==> src/rtl/bus_arbiter.sv <==
// bus_arbiter
//   Two-master arbiter that multiplexes an instruction-fetch port and a
//   load/store port onto one shared single-port memory bus. Load/store wins
//   ties because it belongs to the older instruction in the pipeline.
//
//   Compile-time option: define ARB_TIMEOUT_EN to abort a granted transfer
//   after TIMEOUT_CYCLES cycles without bus_ack_i. The abort returns an ack
//   with zero data to the requester and raises bus_err_o for one cycle.
//
// Ports
//   clk, rst        rising-edge clock, synchronous active-low reset
//   if_*            fetch requester    : req/addr in, ack/data out
//   mem_*           load/store requester: req/we/addr/sel/wdata in, ack/rdata out
//   bus_*_o         registered shared-bus request (held for the whole transfer)
//   bus_rdata_i/ack_i  shared-bus response
//   stallreq_*_o    pipeline stall while a request is outstanding
//   bus_err_o       one-cycle timeout pulse (always 0 without ARB_TIMEOUT_EN)
module bus_arbiter #(
  parameter int TIMEOUT_CYCLES = 16
) (
  input  logic        clk,
  input  logic        rst,
  input  logic        if_req_i,
  input  logic [31:0] if_addr_i,
  output logic [31:0] if_data_o,
  output logic        if_ack_o,
  input  logic        mem_req_i,
  input  logic        mem_we_i,
  input  logic [31:0] mem_addr_i,
  input  logic [3:0]  mem_sel_i,
  input  logic [31:0] mem_wdata_i,
  output logic [31:0] mem_rdata_o,
  output logic        mem_ack_o,
  output logic        bus_req_o,
  output logic        bus_we_o,
  output logic [31:0] bus_addr_o,
  output logic [3:0]  bus_sel_o,
  output logic [31:0] bus_wdata_o,
  input  logic [31:0] bus_rdata_i,
  input  logic        bus_ack_i,
  output logic        stallreq_if_o,
  output logic        stallreq_mem_o,
  output logic        bus_err_o
);

  typedef enum logic [1:0] {IDLE, IF_XFER, MEM_XFER} state_t;

  typedef struct packed {
    logic        we;
    logic [31:0] addr;
    logic [3:0]  sel;
    logic [31:0] wdata;
  } bus_cmd_t;

  state_t   state_q, state_d;
  bus_cmd_t cmd_q, cmd_d;
  logic     req_q, req_d;
  logic     in_xfer, timeout, done;

`ifdef ARB_TIMEOUT_EN
  localparam int CW = $clog2(TIMEOUT_CYCLES + 1);
  logic [CW-1:0] cnt_q, cnt_d;
`endif

  always_ff @(posedge clk) begin
    if (!rst) begin
      state_q <= IDLE;
      cmd_q   <= '0;
      req_q   <= 1'b0;
`ifdef ARB_TIMEOUT_EN
      cnt_q   <= '0;
`endif
    end else begin
      state_q <= state_d;
      cmd_q   <= cmd_d;
      req_q   <= req_d;
`ifdef ARB_TIMEOUT_EN
      cnt_q   <= cnt_d;
`endif
    end
  end

  assign in_xfer = (state_q != IDLE);

  // Expiry fires on the TIMEOUT_CYCLES-th waiting cycle; an ack in that same
  // cycle takes precedence and completes normally.
`ifdef ARB_TIMEOUT_EN
  assign timeout = in_xfer && !bus_ack_i && (cnt_q == CW'(TIMEOUT_CYCLES - 1));
`else
  assign timeout = 1'b0;
`endif

  assign done = in_xfer && (bus_ack_i || timeout);

  always_comb begin
    state_d = state_q;
    cmd_d   = cmd_q;
    req_d   = req_q;
`ifdef ARB_TIMEOUT_EN
    cnt_d   = cnt_q;
`endif
    case (state_q)
      IDLE: begin
        if (mem_req_i) begin
          state_d = MEM_XFER;
          cmd_d   = '{we: mem_we_i, addr: mem_addr_i, sel: mem_sel_i, wdata: mem_wdata_i};
          req_d   = 1'b1;
`ifdef ARB_TIMEOUT_EN
          cnt_d   = '0;
`endif
        end else if (if_req_i) begin
          state_d = IF_XFER;
          cmd_d   = '{we: 1'b0, addr: if_addr_i, sel: 4'hF, wdata: 32'h0};
          req_d   = 1'b1;
`ifdef ARB_TIMEOUT_EN
          cnt_d   = '0;
`endif
        end
      end
      IF_XFER, MEM_XFER: begin
        if (done) begin
          state_d = IDLE;
          cmd_d   = '0;
          req_d   = 1'b0;
        end
`ifdef ARB_TIMEOUT_EN
        else begin
          cnt_d = cnt_q + CW'(1);
        end
`endif
      end
      default: state_d = IDLE;
    endcase
  end

  // Response side is combinational; gating with rst keeps a response that
  // races a reset from ever reaching a requester.
  always_comb begin
    if_ack_o    = rst && done && (state_q == IF_XFER);
    mem_ack_o   = rst && done && (state_q == MEM_XFER);
    if_data_o   = (if_ack_o  && bus_ack_i) ? bus_rdata_i : 32'h0;
    mem_rdata_o = (mem_ack_o && bus_ack_i) ? bus_rdata_i : 32'h0;
    bus_err_o   = rst && timeout;
  end

  assign stallreq_if_o  = rst && if_req_i  && !if_ack_o;
  assign stallreq_mem_o = rst && mem_req_i && !mem_ack_o;

  assign bus_req_o   = req_q;
  assign bus_we_o    = cmd_q.we;
  assign bus_addr_o  = cmd_q.addr;
  assign bus_sel_o   = cmd_q.sel;
  assign bus_wdata_o = cmd_q.wdata;

endmodule

==> config.mk <==
export PLATFORM = sky130hd
export DESIGN_NAME = bus_arbiter
export DESIGN_NICKNAME = d
export VERILOG_FILES = /design/src/rtl/bus_arbiter.sv
export SDC_FILE = /design/constraint.sdc
export NUM_CORES = 1
export LEC_CHECK = 0
export ABC_AREA = 1
export BUFFER_PORTS_ARGS = -buffer_cell sky130_fd_sc_hd__buf_4
export CAP_MARGIN = 25
export CORE_UTILIZATION = 39
export CTS_CLUSTER_DIAMETER = 30
export CTS_CLUSTER_SIZE = 30
export DETAILED_ROUTE_END_ITERATION = 6
export PLACE_DENSITY_LB_ADDON = 0.12
export RECOVER_POWER = 25
export SLEW_MARGIN = 30
export SYNTH_ARGS = -nofsm -noshare
export SYNTH_HDL_FRONTEND = slang
export SYNTH_SLANG_ARGS = --single-unit
==> constraint.sdc <==
create_clock -name clk -period 1.7 [get_ports clk]
set_input_delay 0.34 -clock clk [delete_from_list [all_inputs] [get_ports clk]]
set_output_delay 0.34 -clock clk [all_outputs]
set_load 0.01 [all_outputs]
# After elaboration in Yosys (flattened, before gate mapping)
# Cells that the tools add are included.
# Widths: inputs -> output; s select.
# totals
wordCells	42
in_bits	138
register_bits	72
out_inout_bits	139
# op_classes
n_eq_ne	4
n_mux	14
reduce_logical	18
# op_table
cell	n
$mux 69	3
$pmux 69 s2	1
$mux 32	2
$logic_and 1x1->1	10
$mux 2	3
$pmux 2 s2	1
$reduce_bool 2->1	2
$mux 1	3
$ne 3x3->1 const B	1
$reduce_and 3->1	1
$eq 2x1->1 const B	1
$eq 2x2->1 const B	1
$logic_not 1->1	2
$logic_not 2->1	1
$ne 2x2->1 const B	1
$pmux 1 s2	1
$reduce_and 2->1	1
$reduce_or 2->1	1

# Longest topological paths before layout
# depth
word_depth	6
ltp_mapped	10
depth_no_buf	9

# Worst setup path after synthesis
# OpenSTA, ideal clock, no wires.
# synth_timing
path_kind	reg-to-output
from	reg state_q[0]
to	out if_data_o[22]
required_ns	1.360
t_arrival_ns	1.312
n_path_buf	1
path_stages_with_launch	7
setup_slack_ns	0.048
path_cell_list	dfxtp_1 -> inv_1 -> ha_1 -> inv_2 -> nand4_1 -> clkbuf_1 -> nor2_1
# synth_between
elab_chain_len	6
word_cells_on_any_way	7
cone_classes	1 x eq/ne; 1 x mux; 5 x reduce/logical
# synth_lines
element	line	rtl
start, declared	55	state_t state_q, state_d;
start signal, assigned	74	state_q <= state_d;
$reduce_bool 2->1	83	assign in_xfer = (state_q != IDLE);
$logic_and 1x1->1	93	assign done = in_xfer && (bus_ack_i || timeout);
$logic_and 1x1->1	139	if_ack_o = rst && done && (state_q == IF_XFER);
$logic_and 1x1->1 *	139	
$logic_and 1x1->1 *	141	if_data_o = (if_ack_o && bus_ack_i) ? bus_rdata_i : 32'h0;
$mux 32 *	141	
end, declared	25	output logic [31:0] if_data_o,
# Every way passes the cells marked *; elsewhere a longest branch is shown, timed or not.

# Final worst setup path
# layout_timing
from	reg state_q[0]
to	out if_data_o[19]
# The elaborated chain is that of the path after synthesis.

==> qor.csv <==
metric,value,unit
run status,finished with violations,
failing checks,setup timing,
vias in the first global route,4777,
worst-path fanout max,10,
WL final,16600,um
post-synthesis cell count,741,
drt drc,0,
clock root buffer,clkbuf_8,
fin crit share,1.25,
critical path's top delay family,buffers and inverters,
final-report max-slew violation count,0,
CP peak stage delay,340,ps
type of origin of the critical path,register,
Unique masters post-synth,19,
routed via count,5542,
CP Capture Type,output pin,
Pre-antenna DRT Iters,6,
adder-cell share of the synthesized area,0.00881,
type of the worst setup path,reg -> out,
1st-iter DRT viols,281,
f_max,0.472,GHz
GPL Wtd Cong,0.788,
Initial Util,0.407,
main combinational cell family by area after synthesis,simple AND/OR/NAND/NOR gates,
TNS Setup,-23540,ps
r2r setup slk,70,ps
Post-Syn Area,4260,sq um
worst setup margin,-419,ps
Final Hold Vio Count,0,
Cell Rows,37,
# setup viols final,68,
CTS tree,yes,
Synth Area in Compound Gates,0.0805,
Tmin final,2120,ps
layout cell share with drive strength beyond 1,0.363,
post-synthesis mux area share,0,
peak supply drop,0.983,mV
GR Overflow Total,0,
post-DP HPWL,10400,um
H-Tree Depth,3,
die height,107,um
XOR/XNOR Fraction of Synth Area,0,
Antenna Violating Nets Remaining,0,
Mapped Nets,882,
Layout area overhead,71.5,%
Power Dens Cells,1500,nW/um^2
Fill cells,920,
"commonest non-fill, non-tap cell in the layout",buf_4,
WP buf/inv,6,
drt wl/cell,14.5,um
leakage power total,0.00395,uW
CP most frequent cell,buf_6,
initial antenna violation count,0,
crit-path cells,inv_2 -> ha_4 -> inv_2 -> buf_6 -> nand4_1 -> buf_6 -> buf_6 -> nor2_1 -> buf_4,
worst hold path class,in -> reg,
number of port buffers,275,
fraction of the mapped netlist area in simple logic gates,0.411,
core area,10500,sq um
Final Skew,16.3,ps
vias per cell,4.82,
"commonest cells after routing, fill and taps aside","222 x buf_4, 175 x nand2_1, 111 x nor2_1",
full die area,11300,sq um
max_slew headroom,0.651,
clk buf depth,2,
Slowest cell on crit path,dfxtp_2,
worst endpoint required time,1360,ps
io pins,277,
largest net degree at the start of global routing,55,
"Seq/Total Area, Yosys",0.338,
gr usage total,0.259,
Synth Register Bits,72,
Worst-Margin Slew,523,ps
Critical Path AT,1780,ps
global-route wire length before repair,23500,um
Synth Area per Inst,5.75,sq um
Yosys warnings,0,
Num CTS Buffers,9,
CTS sink cnt,72,
Layout Nets,1151,
DIE WIDTH,107,um
antenna cells,0,
RSZ-0062 raised after global routing,yes,
"CTS clk-pin slew, worst paths",90,ps
PnR Total Power,10900,uW
clock latency on the worst-skew pair,360,ps
Max Cap Violations,0,
worst min-delay path, stage by stage:
cell	delay, ps
buf_4	70
nand2_1	40
nand3_1	70
nand2_1	40
nor2_1	70
path summary, 6_finish.rpt:
| kind | startpoint | endpoint | depth (start not counted) |
|---|---|---|---|
| setup / recovery | state_q[0] | if_data_o[19] | 9 |
| hold / removal | mem_wdata_i[8] | bus_wdata_o[8] | 5 |
| setup reg to reg | state_q[0] | bus_wdata_o[29] | 11 |
| hold reg to reg | bus_req_o | bus_req_o | 2 |
registers in the layout, summed over array words and instances, names as in the netlist:
register / count
bus_addr_o: 32
bus_req_o: 1
bus_sel_o: 4
bus_wdata_o: 32
bus_we_o: 1
state_q: 2
power by group:
group / switching, uW / total, uW / internal (uW)
logic: 3880 / 6820 / 2940
registers: 307 / 2620 / 2320
clock network: 667 / 1490 / 822
total: 4860 / 10900 / 6080
final cells by class:
cell class	count	area, sq um	area share
well taps	136	170	0.0233
flip-flops and latches	72	1440	0.198
multi-input cells	506	2490	0.342
clock inverters	5	82.6	0.0113
clock buffers	10	128	0.0175
repair buffers	314	2580	0.354
inverters	107	402	0.0550
cells in the mapped netlist:
| master | count | area [sq um] |
|---|---|---|
| inv_2 | 3 | 11.3 |
| nand3_2 | 1 | 10.0 |
| buf_4 | 7 | 52.6 |
| a21boi_0 | 1 | 7.51 |
| nand2_1 | 175 | 657 |
| o21ai_0 | 9 | 45.0 |
| nand4_1 | 2 | 12.5 |
| clkbuf_1 | 21 | 78.8 |
| buf_2 | 23 | 115 |
| nor2_1 | 169 | 634 |
| buf_1 | 3 | 11.3 |
| nand2_2 | 3 | 18.8 |
| buf_6 | 2 | 22.5 |
| dfxtp_1 | 72 | 1440 |
| conb_1 | 1 | 3.75 |
| nand3_1 | 84 | 420 |
| a21oi_1 | 58 | 290 |
| inv_1 | 104 | 390 |
| ha_1 | 3 | 37.5 |
repair_timing:
action	CTS	global route
setup endpoints to repair	68	68
gates resized for setup	82	75
endpoints found under the hold margin	0	0
pin swaps	3	3
hold buffers	0	0
buffers inserted	5	2
cloned	5	2
kinds of logic (layout without fill, tap and decap cells):
kind of cell	Yosys count	after routing
simple gates	434	434
buf+inv	163	436
flops	72	72
compound gates	68	68
fa+ha+maj	3	3
other cells	1	1
per-stage QoR:
step / area [sq um] / hold slack [ps] / util / setup WS (ps) / instances
finish: 7300 / 307 / 0.698 / -419 / 1150
floorplan: 4260 / 465 / - / 48.4 / 741
CTS: 7110 / 297 / 0.680 / -259 / 1146
global route: 7300 / 312 / 0.698 / -450 / 1150
detailed placement: 6530 / 464 / 0.624 / 39.8 / 1121
global placement: 6530 / 460 / 0.624 / 92.7 / 1121
per-layer routing:
metal  global-route usage  share of wire
met1                0.310           0.40
met2                0.452           0.50
met3               0.0699          0.076
met4               0.0773          0.023
met5                    0              0
Note: power is estimated with default switching activity, not from simulation.
